--- src/rtl/uart_err_counter.sv ---
// Saturating error counter with sticky flag; clear takes priority over increment.
// Shared by the parity, framing and overrun error paths.
module uart_err_counter #(
    parameter int CNT_W = 8
) (
    input  logic             clk,
    input  logic             rstn,
    input  logic             err_clr,
    input  logic             err_inc,
    output logic             sticky_err,
    output logic [CNT_W-1:0] err_cnt
);

    localparam logic [CNT_W-1:0] CNT_MAX = {CNT_W{1'b1}};

    logic             sticky_r;
    logic [CNT_W-1:0] cnt_r;

    // Sticky flag and saturating count; a coincident clear discards the increment.
    always_ff @(posedge clk or negedge rstn) begin
        if (!rstn) begin
            sticky_r <= 1'b0;
            cnt_r    <= '0;
        end else if (err_clr) begin
            sticky_r <= 1'b0;
            cnt_r    <= '0;
        end else if (err_inc) begin
            sticky_r <= 1'b1;
            if (cnt_r != CNT_MAX) begin
                cnt_r <= cnt_r + CNT_W'(1);
            end
        end
    end

    assign sticky_err = sticky_r;
    assign err_cnt    = cnt_r;

endmodule

--- config.mk ---
export PLATFORM = sky130hd
export DESIGN_NAME = uart_err_counter
export DESIGN_NICKNAME = d
export VERILOG_FILES = /design/src/rtl/uart_err_counter.sv
export SDC_FILE = /design/constraint.sdc
export NUM_CORES = 1
export LEC_CHECK = 0
export CAP_MARGIN = 20
export CELL_PAD_IN_SITES_DETAIL_PLACEMENT = 1
export CELL_PAD_IN_SITES_GLOBAL_PLACEMENT = 2
export CORE_UTILIZATION = 27
export CTS_CLUSTER_DIAMETER = 50
export CTS_CLUSTER_SIZE = 28
export DETAILED_ROUTE_END_ITERATION = 8
export PLACE_DENSITY_LB_ADDON = 0.05
export SYNTH_ARGS = -nofsm -noshare
export SYNTH_HDL_FRONTEND = slang
export SYNTH_SLANG_ARGS = --single-unit
export TNS_END_PERCENT = 1
--- constraint.sdc ---
create_clock -name clk -period 2.35 [get_ports clk]
set_clock_uncertainty 0.15 [all_clocks]
set_input_delay 0.235 -clock clk [delete_from_list [all_inputs] [get_ports clk]]
set_output_delay 0.235 -clock clk [all_outputs]
set_load 0.02 [all_outputs]
==> results of run 1 <==
flip-flops by register name (all words and copies together) (netlist names):
| register | cells |
|---|---|
| err_cnt | 8 |
| sticky_err | 1 |
per-stage QoR:
step | hold slack (ps) | utilization, % | area, um^2 | power [mW] | cells
6_report | 133 | 38.4 | 669 | 0.328 | 90
5_1_grt | 162 | 38.4 | 669 | 0.347 | 90
4_1_cts | 146 | 38.4 | 669 | 0.337 | 90
3_5_place_dp | 334 | 36.8 | 643 | 0.210 | 86
3_3_place_gp | 331 | 36.8 | 643 | 0.211 | 86
2_1_floorplan | -211 | - | 507 | 0.190 | 51
cell type report:
type / instances / area (um^2) / share of cell area, %
inverters: 3 / 11.3 / 1.68
well taps: 25 / 31.3 / 4.67
clock buffers: 4 / 26.3 / 3.93
flip-flops and latches: 9 / 225 / 33.6
multi-input cells: 37 / 255 / 38.1
repair buffers: 12 / 120 / 17.9
cells in the mapped netlist (2+ instances only):
master / count
nor3_1: 4
nor2_1: 3
nor2b_1: 2
dfrtp_1: 9
inv_1: 3
nand2_1: 2
nand2b_1: 3
a211oi_1: 3
and4_1: 2
a21oi_1: 2
metal layers:
metal  share of wire [%]  track usage, %  up-vias
met5                   0               0        -
met4                   0            5.45        0
met3                 3.6            3.60        0
met2                  47            19.7        9
met1                  50            17.4      205
li1                    -               -      217
worst paths after layout:
kind	to	slack, ps	cells past startpoint
setup / recovery	err_cnt[0]$_DFFE_PN0P_	450	4
hold / removal	err_cnt[7]$_DFFE_PN0P_	130	1
setup reg to reg	err_cnt[0]$_DFFE_PN0P_	450	4
hold reg to reg	sticky_err$_DFFE_PN0P_	340	2
max in group asynchronous	err_cnt[2]$_DFFE_PN0P_	1610	1
min in group clk	sticky_err$_DFFE_PN0P_	340	2
logic make-up (layout without fill, tap and decap cells):
logic type      Yosys count  count (layout)
compound gates           10              10
fa+ha+maj                 1               1
buf+inv                   5              19
flops                     9               9
mux                       2               2
simple gates             24              24
layout by cell type, fill, tap and decap left out, drive strengths merged:
| cell | netlist | routed |
|---|---|---|
| mux2 | 1 | 1 |
| mux2i | 1 | 1 |
| or3 | 1 | 1 |
| nand3 | 3 | 3 |
| nor2 | 3 | 3 |
| nand2 | 2 | 2 |
| nor2b | 2 | 2 |
| nor4 | 1 | 1 |
| inv | 3 | 3 |
| a2111oi | 1 | 1 |
| a21oi | 2 | 2 |
| ha | 1 | 1 |
| and4 | 2 | 2 |
| nand4 | 1 | 1 |
| nor3b | 1 | 1 |
| clkbuf | 1 | 4 |
| clkdlybuf4s50 | 0 | 12 |
| dfrtp | 9 | 9 |
| nand2b | 3 | 3 |
| a211oi | 3 | 3 |
| a41oi | 1 | 1 |
| o21ai | 1 | 1 |
| a31oi | 1 | 1 |
| nor3 | 4 | 4 |
| and3 | 1 | 1 |
| a21boi | 1 | 1 |
report_power, final:
group / total [mW] / internal (mW) / switching [mW]
combinational: 0.0399 / 0.0186 / 0.0213
clock: 0.122 / 0.0655 / 0.0562
sequential: 0.167 / 0.159 / 0.00759
total: 0.328 / 0.243 / 0.0851
worst max-delay path: stages (launching register included):
cell      delay, ps
dfrtp_1         470
ha_1            300
and4_1          280
a21boi_1        240
mux2_1          350
==> flow_summary.toml, run 1 <==
[outcome]
status = "finished, final reports clean"

[yosys]
yosysSeqAreaShare_pct = 44.4
synth_top_family_by_area = "simple AND/OR/NAND/NOR gates"
synth_area_leaders = "dfrtp_1 44%, a211oi_1 4.4%, nor3_1 4.0%, nand2b_1 3.7%, and4_1 3.5%"
synth_fa_ha_area_share_pct = 2.47
avgSynthCellArea_um2 = 9.94
syn_nets = 56
async_reset_ff_share_pct = 100
synthFlopType = "dfrtp_1"
synth_edf_count = 0
netlist.area_leader.share_pct = 44.4
synth_top_area_cell = "dfrtp_1"
synth_simple_gate_area_share_pct = 30.1
netlist_instances = 51
synth_compound_area_share_pct = 13.6
synth_xor_area_share_pct = 0
synth-seq-cells = 9
synthMuxAreaShare_pct = 4.20
synthDistinctLibCells = 28
syn_area_um2 = 507
yosysWarningCount = 0

[global_route]
grt_pass1_vias = 413
grt-ovfl-total = 0
track_usage_pct = 13.1
grt_pass1_wl_um = 1860
grt_max_degree = 12
antenna_found_initial = 0

[critical_path]
critPathLaunch = "err_cnt[1]$_DFFE_PN0P_"
reg2reg_from = "err_cnt[1]$_DFFE_PN0P_"
critPathKind = "reg -> reg"
crit_arrival_ps = 1890
crit_required_ps = 2340
start_kind = "register"
worstSetupEndpointType = "register"
cp_max_fo = 7

[clock_tree]
hold_buffers = 0
cts_tree = "yes"
cts.path.max_buffers = 2
cts.sinks = 9
cts.repair_timing.setup_buffer_count = 0
cts_made_buffers = 3
root_buffer = "clkbuf_4"
htree_levels = 1
clk_pin_slew_ps = 70
worstSkewPairLatency_ps = 260
cts_resized = 0

[timing]
period_share_pct = 80.8
fin_ws_ps = 450
timing.fmax_mhz = 526
max_slew.worst_pin.slew_ps = 437
rsz0062_at_grt = "no"
setup_violations = 0
finalMaxSlewViolations = 0
hold_viol_final = 0
period_needed_ps = 1900
setup_tns_ps = 0
relSlewSlack_pct = 70.8

[pwr]
powerDensity_nw_per_um2 = 491
vdd_drop_max_v = 0.000189
leakagePower_nw = 0.250

[floorplan]
start_util_pct = 29.0
die_height_um = 45.3
die_w_um = 45.3
rows = 15
die-area_um2 = 2050
core_area_um2 = 1750
ios = 13

[finish]
antenna_cells = 0
nets = 71
syn_to_final_growth_pct = 32.1
final_layout_size_suffix_gt1_share_pct = 7.69
fillers = 204

[routing]
ant_nets = 0
drtIter0Drc = 3
first_pass_iters = 3
drc = 0
routed_via_density = 4.79
routed_wl_um = 1150
wl_per_cell_um = 12.8
vias = 431

[flow_run]
cap_violations = 0

[worst_hold_path]
min_path_type = "in -> async"

[place]
port_buffers = 12
globalplace.congestion = 0.715
dp_slack_ps = 423
hpwlAfterDp_um = 835
Power figures use the tool's default switching activity.
==> run 2: changes to the inputs <==
CORE_UTILIZATION = 25   (was 27)
clock period = 1.67 ns   (was 2.35 ns; I/O delays follow)
==> flow_summary.toml, run 2 (synthesis results as in run 1) <==
[outcome]
status = "finished, final reports clean"

[timing]
relSlewSlack_pct = 70.7
rsz0062_at_grt = "no"
setup_tns_ps = 0
max_slew.worst_pin.slew_ps = 438
hold_viol_final = 0
period_needed_ps = 1610
setup_violations = 0
finalMaxSlewViolations = 0
fin_ws_ps = 57.9
period_share_pct = 96.5
timing.fmax_mhz = 620
fin_hold_ws_ps = 64.7

[critical_path]
reg2reg_from = "err_cnt[1]$_DFFE_PN0P_"
path_delay_family = "buffers and inverters"
critPathBufInv = 1
r2r-end = "err_cnt[0]$_DFFE_PN0P_"
cp_max_fo = 5
crit_path_max_incr_delay_ps = 630
crit_required_ps = 1350
critPathKind = "reg -> out"
crit_chain = "clkdlybuf4s50_1"
r2r_slack_ps = 70
start_kind = "register"
crit_arrival_ps = 1300
worstSetupEndpointType = "output pin"
reg2regPathDepth = 4
slowest_stage = "clkdlybuf4s50_1"

[place]
placed_area_um2 = 717
port_buffers = 12
hpwlAfterDp_um = 1020
globalplace.congestion = 0.713
dpl.cell_count = 93
dp_slack_ps = -15.5

[finish]
fillers = 225
syn_to_final_growth_pct = 47.2
final_design_area_no_fill_um2 = 746
nets = 78
largest_register_ffs = 8
final_layout_size_suffix_gt1_share_pct = 23.6
final_cell_mix = "7 x dfrtp_1, 7 x clkdlybuf4s50_1, 7 x buf_4, 4 x nor3_1"
antenna_cells = 0
fin_cells = 97

[clock_tree]
cts.repair_timing.setup_buffer_count = 0
root_buffer = "clkbuf_4"
cts_made_buffers = 3
cts_tree = "yes"
worstSkewPairLatency_ps = 260
clk_pin_slew_ps = 60
cts.path.max_buffers = 2
htree_levels = 1
cts.sinks = 9

[global_route]
grt_max_degree = 10
grt_pass1_wl_um = 2200
grt_pass1_vias = 457
track_usage_pct = 14.7
grt-ovfl-total = 0
antenna_found_initial = 0

[routing]
wl_per_cell_um = 13.7
routed_wl_um = 1330
vias = 485
drtIter0Drc = 2
first_pass_iters = 4
routed_via_density = 5.00
drc = 0
ant_nets = 0

[floorplan]
core_area_um2 = 1820
die_w_um = 47.0
rows = 15
die-area_um2 = 2210
die_height_um = 47.0
ios = 13
start_util_pct = 27.8

[worst_hold_path]
min_path_type = "in -> async"

[pwr]
powerDensity_nw_per_um2 = 639
vdd_drop_max_v = 0.000264
leakagePower_nw = 0.330

[flow_run]
cap_violations = 0
run 2: power breakdown:
part           internal [mW]  total, mW  switching, mW
Clock                 0.0922      0.170         0.0779
Sequential             0.225      0.231        0.00610
Combinational         0.0355     0.0755         0.0400
Total                  0.353      0.477          0.124
run 2: worst max path at each step:
stage	from	end	cells after the start	slack, ps
after detailed placement	err_inc	err_cnt[7]$_DFFE_PN0P_	4	-20
final	err_cnt[7]$_DFFE_PN0P_	err_cnt[7]	1	60
after floorplan	err_cnt[1]$_DFFE_PN0P_	err_cnt[0]$_DFFE_PN0P_	4	30
after global routing	err_cnt[7]$_DFFE_PN0P_	err_cnt[7]	1	7
after global placement	err_inc	err_cnt[7]$_DFFE_PN0P_	4	10
after CTS	err_cnt[3]$_DFFE_PN0P_	err_cnt[3]	1	10
run 2: through the flow:
stage	power (mW)	util, %
2_1_floorplan	0.273	-
3_3_place_gp	0.315	39.4
3_5_place_dp	0.316	39.4
4_1_cts	0.490	40.6
5_1_grt	0.504	41.0
6_report	0.477	41.0
run 2: layout make-up:
| class | count | area, um^2 | share of cell area (%) |
|---|---|---|---|
| repair buffers | 19 | 174 | 23.3 |
| flip-flops and latches | 9 | 228 | 30.5 |
| well taps | 25 | 31.3 | 4.19 |
| clock buffers | 4 | 26.3 | 3.52 |
| multi-input cells | 37 | 275 | 36.9 |
| inverters | 3 | 11.3 | 1.51 |
run 2: metal layers:
| metal | track usage (%) | routed length [um] | vias to the layer above |
|---|---|---|---|
| met2 | 22.8 | 642 | 14 |
| met1 | 19.3 | 609 | 240 |
| met5 | 0 | 0 | - |
| li1 | - | - | 231 |
| met4 | 3.43 | 0 | 0 |
| met3 | 5.77 | 77 | 0 |
run 2: repair_timing:
item                                    4_1_cts  5_1_grt
pin swaps                                     0        0
hold buffers                                  0        0
endpoints found under the setup margin        3        3
gates resized for setup                       3        3
==> run 3: changes to the inputs <==
GPL_TIMING_DRIVEN = 0   (was not set)
==> flow_summary.toml, run 3 (synthesis results as in run 1) <==
[outcome]
status = "finished, final reports clean"

[clock_tree]
worstSkewPairLatency_ps = 250
hold_buffers = 0
cts.path.max_buffers = 2
clk_pin_slew_ps = 60
cts.repair_timing.setup_buffer_count = 0
cts_made_buffers = 3
htree_levels = 1
cts.sinks = 9
root_buffer = "clkbuf_4"
cts_tree = "yes"

[finish]
antenna_cells = 0
regArea_um2 = 228
largest_register_ffs = 8
final_cell_mix = "7 x dfrtp_1, 6 x clkdlybuf4s50_1, 4 x nor3_1"
final_layout_size_suffix_gt1_share_pct = 16.7
fillers = 223
syn_to_final_growth_pct = 38.3
final_common_cell = "dfrtp_1"
fin_cells = 91
multiInputGateArea_um2 = 274
nets = 72

[timing]
rsz0062_at_grt = "yes"
relSlewSlack_pct = 69.3
period_needed_ps = 1640
timing.fmax_mhz = 610
finalMaxSlewViolations = 0
hold_viol_final = 0
fin_ws_ps = 29.6
period_share_pct = 98.2
max_slew.worst_pin.slew_ps = 461
setup_violations = 0

[routing]
drc = 0
wl_met2_um = 570
routed.top_layer = "met4"
ant_nets = 0
routed_via_density = 5.10
routed_wl_um = 1190
routed-wl-met3_um = 52
first_pass_iters = 3
wl_per_cell_um = 13.0
drtIter0Drc = 5
wl_met1_um = 557
vias = 464

[place]
port_buffers = 11
dp_slack_ps = -28.7
globalplace.congestion = 0.692
dpl.cell_count = 87
hpwlAfterDp_um = 862

[critical_path]
reg2regPathDepth = 4
critPathKind = "reg -> reg"
r2r_slack_ps = 30
crit_arrival_ps = 1630
start_kind = "register"
r2r-end = "err_cnt[0]$_DFFE_PN0P_"
cp_max_fo = 7
worstSetupEndpointType = "register"
reg2reg_from = "err_cnt[0]$_DFFE_PN0P_"
crit_required_ps = 1660

[pwr]
vdd_drop_max_v = 0.000320
powerDensity_nw_per_um2 = 661
leakagePower_nw = 0.312

[worst_hold_path]
min_path_type = "in -> reg"
min_from = "err_inc"
hold_depth = 3
holdPathEnd = "sticky_err$_DFFE_PN0P_"

[floorplan]
die-area_um2 = 2210
rows = 15
ios = 13
die_height_um = 47.0
start_util_pct = 27.8
core_area_um2 = 1820
die_w_um = 47.0

[global_route]
grt_max_degree = 11
grt-ovfl-total = 0
grt_pass1_wl_um = 2130
antenna_found_initial = 0
track_usage_pct = 13.9
grt_pass1_vias = 460

[flow_run]
cap_violations = 0
run 3: cell types whose count changed in the layout (fill, tap and decap cells not counted), sizes merged:
cell / previous run / this run
buf: 7 / 1
clkbuf: 4 / 5
clkdlybuf4s50: 7 / 6
dlygate4sd2: 3 / 2
dlymetal6s2s: 2 / 3
run 3: per-stage QoR:
stage / utilization [%] / hold slack, ps / area [um^2] / TNS [ps] / power [mW]
2_1_floorplan: - / -279 / 528 / 0 / 0.273
3_3_place_gp: 36.8 / 304 / 669 / -35.5 / 0.303
3_5_place_dp: 36.8 / 315 / 669 / -28.7 / 0.303
4_1_cts: 38.1 / 45.8 / 693 / 0 / 0.477
5_1_grt: 38.5 / 56.1 / 701 / -14.4 / 0.495
6_report: 38.5 / 50.3 / 701 / 0 / 0.463
run 3: how the worst max path moves through the flow:
| stage | from | end | slack [ps] | depth (start not counted) |
|---|---|---|---|---|
| 5_1_grt | err_cnt[0]$_DFFE_PN0P_ | err_cnt[0]$_DFFE_PN0P_ | -10 | 4 |
| 4_1_cts | err_cnt[1]$_DFFE_PN0P_ | err_cnt[1] | 0.6 | 1 |
| 3_5_place_dp | err_clr | err_cnt[0]$_DFFE_PN0P_ | -30 | 4 |
| 2_1_floorplan | err_cnt[1]$_DFFE_PN0P_ | err_cnt[0]$_DFFE_PN0P_ | 30 | 4 |
| 6_report | err_cnt[0]$_DFFE_PN0P_ | err_cnt[0]$_DFFE_PN0P_ | 30 | 4 |
| 3_3_place_gp | err_clr | err_cnt[0]$_DFFE_PN0P_ | -40 | 4 |
run 3: layout make-up:
type | count | area share [%]
timing repair buffer | 11 | 16.4
clock buffer | 4 | 3.75
sequential | 9 | 32.5
buffer | 2 | 2.14
inverter | 3 | 1.61
tap | 25 | 4.46
multi-input combinational | 37 | 39.1
run 3: metal layers:
layer	vias up	global-route usage [%]
met5	-	0
met4	0	5.14
met3	2	2.31
met2	10	20.3
met1	231	20.4
li1	221	-
run 3: power by group:
| part | leakage, nW | internal, mW | total [mW] | switching (mW) |
|---|---|---|---|---|
| clock network | 0.0150 | 0.0920 | 0.168 | 0.0760 |
| logic | 0.177 | 0.0273 | 0.0579 | 0.0306 |
| registers | 0.120 | 0.225 | 0.238 | 0.0124 |
run 3: what timing repair did:
item                       CTS  global route
cloned                       0             0
resized for setup            2             3
setup endpoints to repair    2             4
pin swaps                    0             1
run 3: critical path, stage by stage (launching register included):
cell      delay (ps)
dfrtp_2          470
ha_4             200
and4_4           200
a21boi_2         170
mux2_1           330
